File: src/rtl/rf_wb_ctrl_pkg.sv
// rf_wb_ctrl_pkg: shared register/data widths, x0 index and FIFO entry type for the writeback controller
package rf_wb_ctrl_pkg;
  localparam int RF_AW = 5;
  localparam int RF_DW = 32;
  localparam logic [RF_AW-1:0] X0 = '0;
  typedef struct packed {
    logic [RF_AW-1:0] rd;
    logic [RF_DW-1:0] data;
  } entry_t;
endpackage

File: src/rtl/rf_wb_ctrl_if.sv
// rf_wb_ctrl_if: ALU/LSU result handshakes and the register-file write port
interface rf_wb_ctrl_if
  import rf_wb_ctrl_pkg::*;
#(
  parameter int AW = RF_AW,
  parameter int DW = RF_DW
);
  logic alu_valid, alu_ready, lsu_valid, lsu_ready, rf_we;
  logic [AW-1:0] alu_rd, lsu_rd, rf_adr_wrt;
  logic [DW-1:0] alu_data, lsu_data, rf_data;
  modport master (
    output alu_valid, alu_rd, alu_data, lsu_valid, lsu_rd, lsu_data,
    input  alu_ready, lsu_ready, rf_we, rf_adr_wrt, rf_data
  );
  modport slave (
    input  alu_valid, alu_rd, alu_data, lsu_valid, lsu_rd, lsu_data,
    output alu_ready, lsu_ready, rf_we, rf_adr_wrt, rf_data
  );
endinterface

File: src/rtl/rf_wb_fifo.sv
// rf_wb_fifo: synchronous FIFO with two ordered push ports (din0 enqueued ahead of din1), one pop and a count.
// RF_WB_BYPASS_EN adds an age-ordered view of all slots (index 0 = oldest).
module rf_wb_fifo #(
  parameter int DEPTH = 4,
  parameter int W = 37
) (
  input  logic clk,
  input  logic reset_n,
  input  logic push0,
  input  logic push1,
  input  logic pop,
  input  logic [W-1:0] din0,
  input  logic [W-1:0] din1,
  output logic [W-1:0] head,
  output logic [$clog2(DEPTH):0] count,
  output logic empty,
  output logic full
`ifdef RF_WB_BYPASS_EN
  , output logic [DEPTH-1:0][W-1:0] entries
`endif
);
  localparam int L = $clog2(DEPTH);
  logic [W-1:0] mem [DEPTH];
  logic [L:0] wp, rp, wp1;
  assign wp1 = wp + (L+1)'(push0);
  assign count = wp - rp;
  assign empty = count == '0;
  assign full = count == (L+1)'(DEPTH);
  assign head = mem[rp[L-1:0]];
  always_ff @(posedge clk or negedge reset_n)
    if (!reset_n) begin
      wp <= '0;
      rp <= '0;
    end else begin
      wp <= wp1 + (L+1)'(push1);
      rp <= rp + (L+1)'(pop && !empty);
    end
  always_ff @(posedge clk) begin
    if (push0) mem[wp[L-1:0]] <= din0;
    if (push1) mem[wp1[L-1:0]] <= din1;
  end
`ifdef RF_WB_BYPASS_EN
  always_comb
    for (int k = 0; k < DEPTH; k++) entries[k] = mem[L'(rp + (L+1)'(k))];
`endif
endmodule

File: src/rtl/rf_wb_ctrl.sv
// rf_wb_ctrl: writeback arbiter (LSU over ALU), result FIFO and per-register pending-write scoreboard.
// RF_WB_BYPASS_EN adds forwarding of queued results to the operand check ports.
module rf_wb_ctrl
  import rf_wb_ctrl_pkg::*;
#(
  parameter int DEPTH = 4,
  parameter int DW = RF_DW,
  parameter int AW = RF_AW
) (
  input  logic clk,
  input  logic reset_n,
  rf_wb_ctrl_if.slave bus,
  input  logic issue_valid,
  input  logic [AW-1:0] issue_rd,
  output logic issue_sat,
  input  logic [AW-1:0] chk_srca,
  input  logic [AW-1:0] chk_srcb,
  output logic busy_srca,
  output logic busy_srcb,
`ifdef RF_WB_BYPASS_EN
  output logic fwd_hit_a,
  output logic fwd_hit_b,
  output logic [DW-1:0] fwd_data_a,
  output logic [DW-1:0] fwd_data_b,
`endif
  output logic fifo_empty,
  output logic fifo_full
);
  localparam int L = $clog2(DEPTH);
  localparam int NR = 1 << AW;
  logic [L:0] count;
  logic [L+1:0] free;
  logic [AW+DW-1:0] head;
  logic [AW-1:0] hrd;
  logic [NR-1:0][1:0] cnt;
  logic [NR-1:0] inc, dec;
  logic push_l, push_a, pop;
`ifdef RF_WB_BYPASS_EN
  logic [DEPTH-1:0][AW+DW-1:0] entries;
`endif
  assign pop = !fifo_empty;
  // the entry leaving this cycle frees its slot for an incoming one
  assign free = (L+2)'(DEPTH) - (L+2)'(count) + (L+2)'(pop);
  assign bus.lsu_ready = free != '0;
  assign bus.alu_ready = bus.lsu_valid ? free > (L+2)'(1) : free != '0;
  assign push_l = bus.lsu_valid && bus.lsu_ready && bus.lsu_rd != AW'(X0);
  assign push_a = bus.alu_valid && bus.alu_ready && bus.alu_rd != AW'(X0);
  rf_wb_fifo #(.DEPTH(DEPTH), .W(AW+DW)) u_fifo (
    .clk(clk),
    .reset_n(reset_n),
    .push0(push_l),
    .push1(push_a),
    .pop(pop),
    .din0({bus.lsu_rd, bus.lsu_data}),
    .din1({bus.alu_rd, bus.alu_data}),
    .head(head),
    .count(count),
    .empty(fifo_empty),
    .full(fifo_full)
`ifdef RF_WB_BYPASS_EN
    , .entries(entries)
`endif
  );
  assign {hrd, bus.rf_data} = head;
  assign bus.rf_adr_wrt = hrd;
  assign bus.rf_we = pop;
  assign inc = NR'(issue_valid) << issue_rd;
  assign dec = NR'(pop) << hrd;
  always_ff @(posedge clk or negedge reset_n)
    if (!reset_n) cnt <= '0;
    else
      for (int r = 1; r < NR; r++)
        if (inc[r] && !dec[r] && cnt[r] != 2'd3) cnt[r] <= cnt[r] + 2'd1;
        else if (dec[r] && !inc[r] && cnt[r] != 2'd0) cnt[r] <= cnt[r] - 2'd1;
  assign issue_sat = cnt[issue_rd] == 2'd3;
`ifdef RF_WB_BYPASS_EN
  logic [1:0][AW-1:0] chk;
  logic [1:0][L:0] nm;
  logic [1:0] hit;
  logic [1:0][DW-1:0] fd;
  assign chk = {chk_srcb, chk_srca};
  // later (younger) matches overwrite earlier ones
  always_comb begin
    hit = '0;
    fd = '0;
    nm = '0;
    for (int s = 0; s < 2; s++)
      for (int k = 0; k < DEPTH; k++)
        if ((L+1)'(k) < count && entries[k][AW+DW-1:DW] == chk[s] && chk[s] != AW'(X0)) begin
          hit[s] = 1'b1;
          fd[s] = entries[k][DW-1:0];
          nm[s] = nm[s] + (L+1)'(1);
        end
  end
  assign {fwd_hit_b, fwd_hit_a} = hit;
  assign {fwd_data_b, fwd_data_a} = fd;
  assign busy_srca = (L+1)'(cnt[chk_srca]) > nm[0];
  assign busy_srcb = (L+1)'(cnt[chk_srcb]) > nm[1];
`else
  assign busy_srca = cnt[chk_srca] != 2'd0;
  assign busy_srcb = cnt[chk_srcb] != 2'd0;
`endif
endmodule
File: src/flat_wrapper.sv
// flat-port wrapper written by rule: the top's interface ports become plain ports
module rf_wb_ctrl_flat import rf_wb_ctrl_pkg::*;
#(
  parameter int DEPTH = 4,
  parameter int DW = RF_DW,
  parameter int AW = RF_AW
)
  (clk, reset_n, issue_valid, issue_rd, issue_sat, chk_srca, chk_srcb, busy_srca, busy_srcb, fifo_empty, fifo_full, bus_alu_valid, bus_alu_rd, bus_alu_data, bus_lsu_valid, bus_lsu_rd, bus_lsu_data, bus_alu_ready, bus_lsu_ready, bus_rf_we, bus_rf_adr_wrt, bus_rf_data);
  rf_wb_ctrl_if #(.AW(AW), .DW(DW)) bus_i ();
  input  logic clk;
  input  logic reset_n;
  input  logic issue_valid;
  input  logic [AW-1:0] issue_rd;
  output logic issue_sat;
  input  logic [AW-1:0] chk_srca;
  input  logic [AW-1:0] chk_srcb;
  output logic busy_srca;
  output logic busy_srcb;
  output logic fifo_empty;
  output logic fifo_full;
  input wire logic [$bits(bus_i.alu_valid)-1:0] bus_alu_valid;
  input wire logic [$bits(bus_i.alu_rd)-1:0] bus_alu_rd;
  input wire logic [$bits(bus_i.alu_data)-1:0] bus_alu_data;
  input wire logic [$bits(bus_i.lsu_valid)-1:0] bus_lsu_valid;
  input wire logic [$bits(bus_i.lsu_rd)-1:0] bus_lsu_rd;
  input wire logic [$bits(bus_i.lsu_data)-1:0] bus_lsu_data;
  output wire logic [$bits(bus_i.alu_ready)-1:0] bus_alu_ready;
  output wire logic [$bits(bus_i.lsu_ready)-1:0] bus_lsu_ready;
  output wire logic [$bits(bus_i.rf_we)-1:0] bus_rf_we;
  output wire logic [$bits(bus_i.rf_adr_wrt)-1:0] bus_rf_adr_wrt;
  output wire logic [$bits(bus_i.rf_data)-1:0] bus_rf_data;
  assign bus_i.alu_valid = bus_alu_valid;
  assign bus_i.alu_rd = bus_alu_rd;
  assign bus_i.alu_data = bus_alu_data;
  assign bus_i.lsu_valid = bus_lsu_valid;
  assign bus_i.lsu_rd = bus_lsu_rd;
  assign bus_i.lsu_data = bus_lsu_data;
  assign bus_alu_ready = bus_i.alu_ready;
  assign bus_lsu_ready = bus_i.lsu_ready;
  assign bus_rf_we = bus_i.rf_we;
  assign bus_rf_adr_wrt = bus_i.rf_adr_wrt;
  assign bus_rf_data = bus_i.rf_data;
  rf_wb_ctrl #(.DEPTH(DEPTH), .DW(DW), .AW(AW)) u_core (.clk(clk), .reset_n(reset_n), .bus(bus_i), .issue_valid(issue_valid), .issue_rd(issue_rd), .issue_sat(issue_sat), .chk_srca(chk_srca), .chk_srcb(chk_srcb), .busy_srca(busy_srca), .busy_srcb(busy_srcb), .fifo_empty(fifo_empty), .fifo_full(fifo_full));
endmodule
File: config.mk
export PLATFORM = sky130hd
export DESIGN_NAME = rf_wb_ctrl_flat
export DESIGN_NICKNAME = d
export VERILOG_FILES = /design/src/rtl/rf_wb_ctrl_pkg.sv /design/src/rtl/rf_wb_ctrl_if.sv /design/src/rtl/rf_wb_fifo.sv /design/src/rtl/rf_wb_ctrl.sv /design/src/flat_wrapper.sv
export SDC_FILE = /design/constraint.sdc
export NUM_CORES = 1
export LEC_CHECK = 0
export ABC_AREA = 1
export BUFFER_PORTS_ARGS = -buffer_cell sky130_fd_sc_hd__buf_2
export CAP_MARGIN = 15
export CELL_PAD_IN_SITES_DETAIL_PLACEMENT = 2
export CELL_PAD_IN_SITES_GLOBAL_PLACEMENT = 2
export CORE_MARGIN = 10
export CORE_UTILIZATION = 30
export DETAILED_ROUTE_END_ITERATION = 10
export PLACE_DENSITY_LB_ADDON = 0.05
export SLEW_MARGIN = 20
export SYNTH_ARGS = -nofsm -noshare
export SYNTH_HDL_FRONTEND = slang
export SYNTH_SLANG_ARGS = --single-unit
File: constraint.sdc
create_clock -name clk -period 6.3 [get_ports clk]
set_clock_uncertainty 0.1 [all_clocks]
set_input_delay 0.63 -clock clk [delete_from_list [all_inputs] [get_ports clk]]
set_output_delay 0.63 -clock clk [all_outputs]
set_load 0.03 [all_outputs]
==> impl_metrics.tcl <==
set metrics [dict create \
    status "completed" \
    sw_frac_of_total 0.524 \
    syn2layout_area_growth_pct 14.3 \
    hpwlAfterDp_mm 38.0 \
    cts_sinks 216 \
    p_per_area_nw_per_um2 654 \
    power_frac_comb 0.549 \
    nets 1953 \
    ys.flop_type "edfxtp_1" \
    max_slew_margin 0.356 \
    synth_edf_count 148 \
    async_flop_share 0.315 \
    worstMarginPinSlew_ns 0.962 \
    syn_area_um2 13300 \
    rsz0062_at_grt "false" \
    dieWidth_um 231 \
    clk_pin_slew_ns 0.06 \
    switching_power_mw 5.21 \
    routed_wl_mm 53.8 \
    dieArea_um2 53200 \
    fin_tns_setup_ns 0 \
    io_pins 139 \
    design.core.area_um2 44000 \
    grt_max_degree 87 \
    drive_gt1_frac 0.125 \
    holdPathEnd "u_core.u_fifo.mem[1][24]" \
    clock_latency_ns 0.60 \
    postLayoutCoreUtil 0.345 \
    firstDrtPassIters 5 \
    synth_top_area_frac 0.334 \
    min_period_ns 4.90 \
    synth_nets 1851 \
    grt_pass1_wl_mm 82.9 \
    max_freq_mhz 204 \
    ant_nets 0 \
    power.internal_mw 4.73 \
    antenna_found_initial 2 \
    fin_crit_sh 0.777 \
    portBuffers 138 \
    avgRoutedWirePerCell_um 21.8 \
    crit_type "reg -> reg" \
    cp.required_ns 6.47 \
    vias 12644 \
    crit_path_start_kind "flip-flop" \
    post-place-ws_ns 1.31 \
    final.setup.worst_slack_ns 1.40 \
    via_per_inst 5.13 \
    post_cts_buffers 0 \
    cp_max_fo 38 \
    ff2ff_path_depth 17 \
    grt_pass1_vias 13775 \
    worstHoldPathCells 3 \
    die_y_um 231 \
    regToRegSetupSlack_ns 1.40 \
    gp_congestion 0.840 \
    startpoint "u_core.u_fifo.wp[0]" \
    cts-buffers-inserted 28 \
    r2r-end "u_core.u_fifo.mem[2][27]" \
    setup_violations 0 \
    maxCapViolCount 0 \
    drc 0 \
    cts_tree "built" \
    rows 77 \
    worstReg2RegStart "u_core.u_fifo.wp[0]" \
    slew_viol_final 0 \
    drt-initial-drc-count 622 \
    start_util 0.302 \
    synth_seq_area_share 0.462 \
    final_hold_viol_count 0 \
    cts_root_buf "clkbuf_16" \
    syn_avg_cell_area_um2 7.60 \
    synthTopCellsByArea "edfxtp_1 33%, nand2_1 17%, dfrtp_1 13%, nand3_1 9.3%, nor2_1 4.5%" \
    cts_buffer_depth 3 \
    yosys.area.top_type "edfxtp_1" \
    p_leak_nw 6.84 \
    worstHoldStart "bus_lsu_data[24]" \
    ys_seq_elements 216 \
    ir_worst_vdd_mv 0.432 \
    num-fill-cells 5172 \
    synth_cell_types 51 \
    synthCells 1749 \
    clkPwrFrac 0.165 \
    hp-class "in -> reg" \
    grt.total_usage 0.199 \
    crit_arrival_ns 5.07 \
    seq_power_share 0.286 \
    cts_htree_levels 1 \
    overflow 0 \
    endpoint_kind "flip-flop" \
    yosysWarnings 2 \
]
==> synthesized netlist by cell type, types with 3 or more instances <==
master / instances
a21oi_1: 42
a31oi_1: 4
buf_1: 3
buf_12: 8
buf_2: 14
buf_4: 3
buf_6: 13
buf_8: 5
clkbuf_1: 36
clkinv_1: 4
dfrtp_1: 68
edfxtp_1: 148
ha_1: 7
inv_1: 128
inv_2: 5
nand2_1: 602
nand2_2: 7
nand2_4: 5
nand3_1: 246
nand3_2: 3
nand3b_1: 9
nand4_1: 19
nor2_1: 160
nor2_2: 4
nor3_1: 5
o211ai_1: 21
o21ai_0: 94
o21ai_1: 8
o22ai_1: 44
or2_1: 5
xor2_1: 3
==> power by group through the flow <==
stage,Combinational [mW],Sequential [mW],Clock [mW]
finish,5.46,2.84,1.64
global route,6.05,2.91,1.74
CTS,5.61,2.85,1.69
detailed placement,5.58,2.87,0
global placement,5.45,2.84,0
floorplan,3.85,2.78,0
==> routing by layer <==
layer / routed length (um) / vias to the layer above / track usage
li1: - / 6062 / -
met1: 21700 / 6371 / 0.218
met2: 29500 / 155 / 0.394
met3: 1370 / 54 / 0.0258
met4: 1200 / 2 / 0.0485
met5: 13 / - / 0
==> worst max-delay path: stages (launching register included) <==
cell,delay (ns)
dfrtp_1,0.41
inv_1,0.12
ha_1,0.16
inv_1,0.05
fa_1,0.49
nor2_1,0.18
nand3_2,0.30
nand2_1,0.20
nand2_1,0.09
nand2_1,0.06
a21oi_1,0.08
ha_1,0.22
ha_1,0.47
inv_1,0.12
nor2_4,0.14
nand2_4,0.33
nand2_2,0.60
buf_4,0.42
==> cells by family after synthesis <==
family | after synthesis | share of synthesized area
and+or+nand+nor | 1071 | 0.342
AOI/OAI and AO/OA | 230 | 0.0991
buffers and inverters | 219 | 0.0853
DFF | 216 | 0.462
adders and majority gates | 8 | 0.00809
xor gates and xnor gates | 4 | 0.00263
other | 1 | 0.000282
==> timing repair <==
| action | in CTS | in global routing |
|---|---|---|
| hold buffers | 1 | 0 |
| gates resized for setup | 0 | 0 |
| endpoints found under the hold margin | 8 | 0 |
==> area by class of cell <==
type,count,area [um^2],share of cell area
inverters,137,514,0.0338
diodes,1,2.50,0.000165
flip-flops and latches,216,6150,0.404
well taps,592,741,0.0487
repair buffers,154,816,0.0537
multi-input cells,1314,6050,0.398
clock inverters,20,221,0.0146
clock buffers,29,704,0.0464
==> flip-flops by register name (all words and copies together), names as in the netlist <==
register	cells
u_core.cnt	62
u_core.u_fifo.mem	148
u_core.u_fifo.rp	3
u_core.u_fifo.wp	3
==> worst max-delay path by stage <==
stage	endpoint	slack, ns	cells after the start
after CTS	u_core.u_fifo.mem[2][27]	1.29	17
after global placement	u_core.u_fifo.mem[2][29]	1.43	17
final	u_core.u_fifo.mem[2][27]	1.40	17
after global routing	u_core.u_fifo.mem[2][27]	1.04	17
after detailed placement	u_core.u_fifo.mem[2][27]	1.31	17
after floorplan	u_core.u_fifo.mem[2][0]	1.67	20
==> through the flow <==
stage | cells | hold WS (ns) | cell area [um^2] | total power, mW
finish | 2463 | 0.242 | 15200 | 9.94
global route | 2462 | 0.246 | 15200 | 10.7
detailed placement | 2412 | 0.363 | 14300 | 8.46
CTS | 2462 | 0.208 | 15200 | 10.1
global placement | 2412 | 0.361 | 14300 | 8.30
floorplan | 1749 | 0.234 | 13300 | 6.63
==> cells in the final DEF (no fill, tap or decap), types with 7 or more instances in the layout <==
cell type and count:
a21oi_1 42, buf_4 16, buf_2 137, nand3_1 246, nand2_2 11, o22ai_1 44
o21ai_0 94, clkinv_1 12, o21ai_1 8, edfxtp_1 148, nor2_1 157, nand3b_1 9
clkbuf_16 28, dfrtp_1 67, nand2_1 598, inv_1 128, nand4_1 19, ha_1 7
o211ai_1 21
Power figures use the tool's default switching activity.
